`src/rtl/qos_vc_buffer.sv`:
```
// Two-class virtual-channel buffer: per-class FIFOs feeding one registered valid/ready
// output stage, VC0 strict priority with a burst limit that keeps VC1 moving.
module qos_vc_buffer #(
  parameter int DEPTH     = 4,
  parameter int AF_THRESH = 3,
  parameter int MAX_BURST = 3,
  parameter int W1        = 7,
  parameter int W2        = 7,
  parameter int W3        = 32
) (
  input  logic                   clk,
  input  logic                   reset_L,
  input  logic                   ENB,
  input  logic                   in_valid,
  input  logic                   in_class,
  input  logic [W1-1:0]          in_1,
  input  logic [W2-1:0]          in_2,
  input  logic [W3-1:0]          in_3,
  input  logic                   out_ready,
  output logic                   out_valid,
  output logic                   out_class,
  output logic [W1-1:0]          out_1,
  output logic [W2-1:0]          out_2,
  output logic [W3-1:0]          out_3,
  output logic [$clog2(DEPTH):0] vc0_count,
  output logic [$clog2(DEPTH):0] vc1_count,
  output logic                   vc0_almost_full,
  output logic                   vc1_almost_full,
  output logic                   error
);
  localparam int PW = $clog2(DEPTH);
  localparam int CW = PW + 1;
  localparam int WW = W1 + W2 + W3;
  localparam int BW = $clog2(MAX_BURST + 1);

  logic [WW-1:0] mem0_r [DEPTH];
  logic [WW-1:0] mem1_r [DEPTH];
  logic [PW-1:0] wr0_r, rd0_r, wr1_r, rd1_r;
  logic [CW-1:0] cnt0_r, cnt1_r, cnt0_nxt_s, cnt1_nxt_s;
  logic [BW-1:0] burst_r, burst_nxt_s;
  logic [WW-1:0] data_r;
  logic          valid_r, cls_r, af0_r, af1_r, err_r;
  logic          ne0_s, ne1_s, out_valid_s, free_s, grant1_s;
  logic          pop0_s, pop1_s, acc0_s, acc1_s, drop_s;
  logic [WW-1:0] word_s;

  function automatic logic [CW-1:0] next_count(input logic [CW-1:0] cnt,
                                               input logic acc, input logic pop);
    logic [CW-1:0] res;
    if (acc && !pop) begin
      res = cnt + CW'(1);
    end else if (!acc && pop) begin
      res = cnt - CW'(1);
    end else begin
      res = cnt;
    end
    return res;
  endfunction

  // Grant, pop and push-acceptance decisions for this cycle
  always_comb begin
    word_s      = {in_1, in_2, in_3};
    ne0_s       = (cnt0_r != CW'(0));
    ne1_s       = (cnt1_r != CW'(0));
    out_valid_s = ENB & valid_r;
    free_s      = ~valid_r | (out_valid_s & out_ready);
    grant1_s    = ne1_s & (~ne0_s | (burst_r == BW'(MAX_BURST)));
    pop0_s      = ENB & free_s & ne0_s & ~grant1_s;
    pop1_s      = ENB & free_s & grant1_s;
    // A full FIFO still accepts when its head leaves in the same cycle.
    acc0_s      = ENB & in_valid & ~in_class & ((cnt0_r < CW'(DEPTH)) | pop0_s);
    acc1_s      = ENB & in_valid &  in_class & ((cnt1_r < CW'(DEPTH)) | pop1_s);
    drop_s      = ENB & in_valid & ~(acc0_s | acc1_s);
    cnt0_nxt_s  = next_count(cnt0_r, acc0_s, pop0_s);
    cnt1_nxt_s  = next_count(cnt1_r, acc1_s, pop1_s);
  end

  // Burst counter next state: counts VC0 wins only while VC1 is waiting
  always_comb begin
    burst_nxt_s = burst_r;
    if (!ENB) begin
      burst_nxt_s = burst_r;
    end else if (!ne1_s || pop1_s) begin
      burst_nxt_s = BW'(0);
    end else if (pop0_s && (burst_r < BW'(MAX_BURST))) begin
      burst_nxt_s = burst_r + BW'(1);
    end else begin
      burst_nxt_s = burst_r;
    end
  end

  // FIFO storage writes (data array needs no reset; pointers qualify it)
  always_ff @(posedge clk) begin
    if (acc0_s) begin
      mem0_r[wr0_r] <= word_s;
    end
    if (acc1_s) begin
      mem1_r[wr1_r] <= word_s;
    end
  end

  // Pointers, occupancy, flags and burst state
  always_ff @(posedge clk or negedge reset_L) begin
    if (!reset_L) begin
      wr0_r   <= PW'(0);
      rd0_r   <= PW'(0);
      wr1_r   <= PW'(0);
      rd1_r   <= PW'(0);
      cnt0_r  <= CW'(0);
      cnt1_r  <= CW'(0);
      af0_r   <= 1'b0;
      af1_r   <= 1'b0;
      err_r   <= 1'b0;
      burst_r <= BW'(0);
    end else begin
      if (acc0_s) wr0_r <= wr0_r + PW'(1);
      if (pop0_s) rd0_r <= rd0_r + PW'(1);
      if (acc1_s) wr1_r <= wr1_r + PW'(1);
      if (pop1_s) rd1_r <= rd1_r + PW'(1);
      cnt0_r  <= cnt0_nxt_s;
      cnt1_r  <= cnt1_nxt_s;
      af0_r   <= (cnt0_nxt_s >= CW'(AF_THRESH));
      af1_r   <= (cnt1_nxt_s >= CW'(AF_THRESH));
      err_r   <= err_r | drop_s;
      burst_r <= burst_nxt_s;
    end
  end

  // Output register: reloads from the granted head whenever it is free
  always_ff @(posedge clk or negedge reset_L) begin
    if (!reset_L) begin
      valid_r <= 1'b0;
      cls_r   <= 1'b0;
      data_r  <= WW'(0);
    end else if (ENB && free_s) begin
      if (pop0_s || pop1_s) begin
        valid_r <= 1'b1;
        cls_r   <= pop1_s;
        data_r  <= pop1_s ? mem1_r[rd1_r] : mem0_r[rd0_r];
      end else begin
        valid_r <= 1'b0;
      end
    end
  end

  assign out_valid       = out_valid_s;
  assign out_class       = cls_r;
  assign out_1           = data_r[WW-1 -: W1];
  assign out_2           = data_r[W2+W3-1 -: W2];
  assign out_3           = data_r[W3-1:0];
  assign vc0_count       = cnt0_r;
  assign vc1_count       = cnt1_r;
  assign vc0_almost_full = af0_r;
  assign vc1_almost_full = af1_r;
  assign error           = err_r;
endmodule

```
`config.mk`:
```
export PLATFORM = sky130hd
export DESIGN_NAME = qos_vc_buffer
export DESIGN_NICKNAME = d
export VERILOG_FILES = /design/src/rtl/qos_vc_buffer.sv
export SDC_FILE = /design/constraint.sdc
export NUM_CORES = 1
export LEC_CHECK = 0
export BUFFER_PORTS_ARGS = -buffer_cell sky130_fd_sc_hd__buf_2
export CAP_MARGIN = 10
export CORE_MARGIN = 10
export CORE_UTILIZATION = 55
export DETAILED_ROUTE_END_ITERATION = 6
export PLACE_DENSITY = 0.71
export SYNTH_ARGS = -nofsm -noshare
export SYNTH_HDL_FRONTEND = slang
export SYNTH_SLANG_ARGS = --single-unit
```
`constraint.sdc`:
```
create_clock -name clk -period 5.2 [get_ports clk]
set_clock_uncertainty 0.1 [all_clocks]
set_input_delay 0 -clock clk [delete_from_list [all_inputs] [get_ports clk]]
set_output_delay 0 -clock clk [all_outputs]
set_load 0.005 [all_outputs]
```
==> results.json <==
{
  "outcome": "complete, no violations",
  "nets": 1074,
  "clock_latency_ps": 530,
  "io_pins": 109,
  "start_util_pct": 55.6,
  "place_congestion": 0.751,
  "cts_setup_buffers": 0,
  "cts_inserted_buffers": 43,
  "dpl.hpwl_um": 18900,
  "synthFlopType": "edfxtp_1",
  "die_w_um": 193,
  "grt_pass1_wl_um": 52700,
  "yosys_warnings": 0,
  "hold_slack_ps": 162,
  "tritoncts": "done",
  "clk_pin_slew_ps": 60,
  "finalCritPeriodShare_pct": 63.9,
  "finalMaxSlewViolations": 0,
  "diodes": 0,
  "synthDistinctLibCells": 41,
  "wl_um": 34200,
  "first_pass_iters": 5,
  "async_reset_ff_share_pct": 15.4,
  "critPathKind": "register to register",
  "setup_slack_ps": 1880,
  "yosys.area.top_type": "edfxtp_1",
  "crit_required_ps": 5260,
  "synth.most_common_cell": "edfxtp_1",
  "antenna_found_initial": 0,
  "grt_usage_pct": 18.8,
  "ys_seq_area_share_pct": 77.2,
  "wl_per_cell_um": 23.9,
  "cp-start-kind": "register",
  "port_buffers": 108,
  "grt_setup_unrepaired": "false",
  "peakVddDrop_mv": 0.303,
  "tightest_slew_ps": 1060,
  "grt_overflow": 0,
  "pre_cts_ws_ps": 1880,
  "path_delay_family": "simple AND/OR/NAND/NOR gates",
  "grt_pass1_vias": 8766,
  "reg2reg_from": "vc0_count[1]$_DFF_PN0_",
  "maxSlewHeadroom_pct": 29.2,
  "h-tree-depth": 2,
  "drive_gt1_share_pct": 28.6,
  "final_hold_viol_count": 0,
  "setup_tns_ps": 0,
  "r2r_end": "mem1_r[0][12]$_DFFE_PP_",
  "synth.top_cells.by_area": "edfxtp_1, mux4_2, dfrtp_1",
  "synthCells": 816,
  "areaGrowthSynthToFinish_pct": 17.3,
  "path_max_fanout": 31,
  "max_clock_freq_mhz": 301,
  "synth_commonest_cells": "edfxtp_1, nor2_1, mux4_2, dfrtp_1, o22ai_1",
  "whs_endpoint": "mem0_r[2][42]$_DFFE_PP_",
  "floorplan.die_area_mm2": 0.0373,
  "drc": 0,
  "power_density_mw_per_mm2": 487,
  "clk_path_buf_depth": 3,
  "ant_nets": 0,
  "cp_cell_sequence": "inv_1, ha_1, nor2b_2, o2111ai_4, a21oi_1, and2_2, buf_4",
  "rr_worst_depth": 7,
  "r2r_slack_ps": 1880,
  "min-delay-start": "in_1[3]",
  "worst_path_max_delay_cell": "and2_2",
  "std_cell_rows": 63,
  "avgSynthCellArea_um2": 20.2,
  "grt_max_degree": 67,
  "setup_violations": 0,
  "slowest_delay_ps": 580,
  "hp-class": "input pin to register",
  "synth.cell_area_mm2": 0.0165,
  "vias": 8265,
  "root_buffer": "clkbuf_16",
  "cp_num_buf_inv": 2,
  "yosysTopAreaCellShare_pct": 67.1,
  "drv_cap": 0,
  "synth_enable_flop_cells": 368,
  "cts.sinks": 435,
  "p_leak_uw": 0.00662,
  "fill_cells": 2026,
  "die_h_um": 193,
  "syn_nets": 883,
  "whs_path_depth": 2,
  "finalCriticalPeriod_ps": 3320,
  "worstSetupEndpointType": "register",
  "drt-initial-drc-count": 773,
  "arrival_ps": 3390,
  "ys_ff_latch": 435,
  "viasPerCell": 5.78,
  "core_mm2": 0.0296
}
-- final cells by class --
type / count / area, um^2 / area share, %
Multi-Input combinational cell: 331 / 3510 / 18.2
Sequential cell: 435 / 12700 / 65.9
Inverter: 15 / 56.3 / 0.291
Timing Repair Buffer: 181 / 1230 / 6.36
Tap cell: 390 / 488 / 2.52
Clock inverter: 14 / 121 / 0.628
Clock buffer: 63 / 1190 / 6.16
-- kinds of logic (layout without fill, tap and decap cells) --
logic type               after synthesis  after routing  share of synthesized area [%]
AO/OA/AOI/OAI                         72             72                           3.24
XOR/XNOR                               8              8                          0.425
adder cells (fa/ha/maj)               15             15                           1.14
buffers and inverters                 50            273                           1.53
flip-flops                           435            435                           77.2
multiplexers                          93             93                           12.6
AND/OR/NAND/NOR                      143            143                           3.79
-- worst register-to-register path, stage by stage, from the launching register on --
cell       delay, ps
dfrtp_1          400
inv_1            120
ha_1             230
nor2b_2          280
o2111ai_4        130
a21oi_1          560
and2_2           590
buf_4            540
-- metal layers --
| layer | part of all wire, % | global-route usage (%) |
|---|---|---|
| met1 | 42 | 25.8 |
| met2 | 50 | 31.0 |
| met3 | 5.9 | 3.15 |
| met4 | 1.7 | 5.00 |
| met5 | 0 | 0 |
-- layout by cell type (no fill, tap or decap), types with 3 or more instances in the layout --
| cell type | Yosys | routed |
|---|---|---|
| buf_4 | 10 | 19 |
| and2_2 | 0 | 8 |
| edfxtp_1 | 368 | 368 |
| nand2_1 | 18 | 17 |
| buf_2 | 15 | 107 |
| clkinv_1 | 0 | 5 |
| clkinv_2 | 0 | 5 |
| nor3_1 | 4 | 4 |
| dfrtp_1 | 67 | 63 |
| clkbuf_8 | 0 | 4 |
| a21oi_1 | 5 | 5 |
| o22ai_1 | 46 | 46 |
| nand3_1 | 3 | 3 |
| mux4_2 | 92 | 92 |
| inv_1 | 15 | 15 |
| xnor2_1 | 8 | 8 |
| nor2_1 | 97 | 97 |
| clkbuf_1 | 9 | 16 |
| ha_1 | 15 | 15 |
| dlygate4sd3_1 | 0 | 55 |
| o21ai_0 | 6 | 6 |
| clkbuf_16 | 0 | 43 |
-- worst max-delay path by stage --
stage | end | slack [ps] | cells past startpoint | from
final | mem1_r[0][12]$_DFFE_PP_ | 1880 | 7 | vc0_count[1]$_DFF_PN0_
after global routing | mem1_r[0][12]$_DFFE_PP_ | 1720 | 7 | vc0_count[1]$_DFF_PN0_
after CTS | mem1_r[0][25]$_DFFE_PP_ | 1870 | 7 | vc0_count[1]$_DFF_PN0_
after detailed placement | mem1_r[0][6]$_DFFE_PP_ | 1880 | 7 | vc0_count[1]$_DFF_PN0_
after global placement | mem1_r[0][5]$_DFFE_PP_ | 1950 | 7 | vc0_count[1]$_DFF_PN0_
after floorplan | mem1_r[0][0]$_DFFE_PP_ | 1970 | 6 | vc0_count[1]$_DFF_PN0_
-- metrics by stage --
step,std cells,util [%],cell area (um^2),power (uW)
finish,1429,65.2,19300,9420
global placement,1297,58.9,17500,6560
global route,1429,65.2,19300,9910
detailed placement,1297,58.9,17500,6600
CTS,1429,65.2,19300,9530
floorplan,816,-,16500,5900
-- report_power, final --
| group | switching (uW) | leakage, uW | total, uW | internal, uW |
|---|---|---|---|---|
| clock network | 1220 | 0.000642 | 2910 | 1690 |
| logic | 854 | 0.00193 | 1920 | 1070 |
| registers | 493 | 0.00405 | 4590 | 4100 |
-- sequential cells by signal, summed over array words and instances (netlist names) --
register         flops
burst_r              2
data_r              46
error                1
mem0_r             184
mem1_r             184
out_class            1
rd0_r                2
rd1_r                2
valid_r              1
vc0_almost_full      1
vc0_count            3
vc1_almost_full      1
vc1_count            3
wr0_r                2
wr1_r                2
-- what timing repair did --
action	in CTS	in global routing
endpoints found under the setup margin	0	0
endpoints found under the hold margin	446	0
hold buffers	55	0
gates resized for setup	0	0
Power figures use the tool's default switching activity.
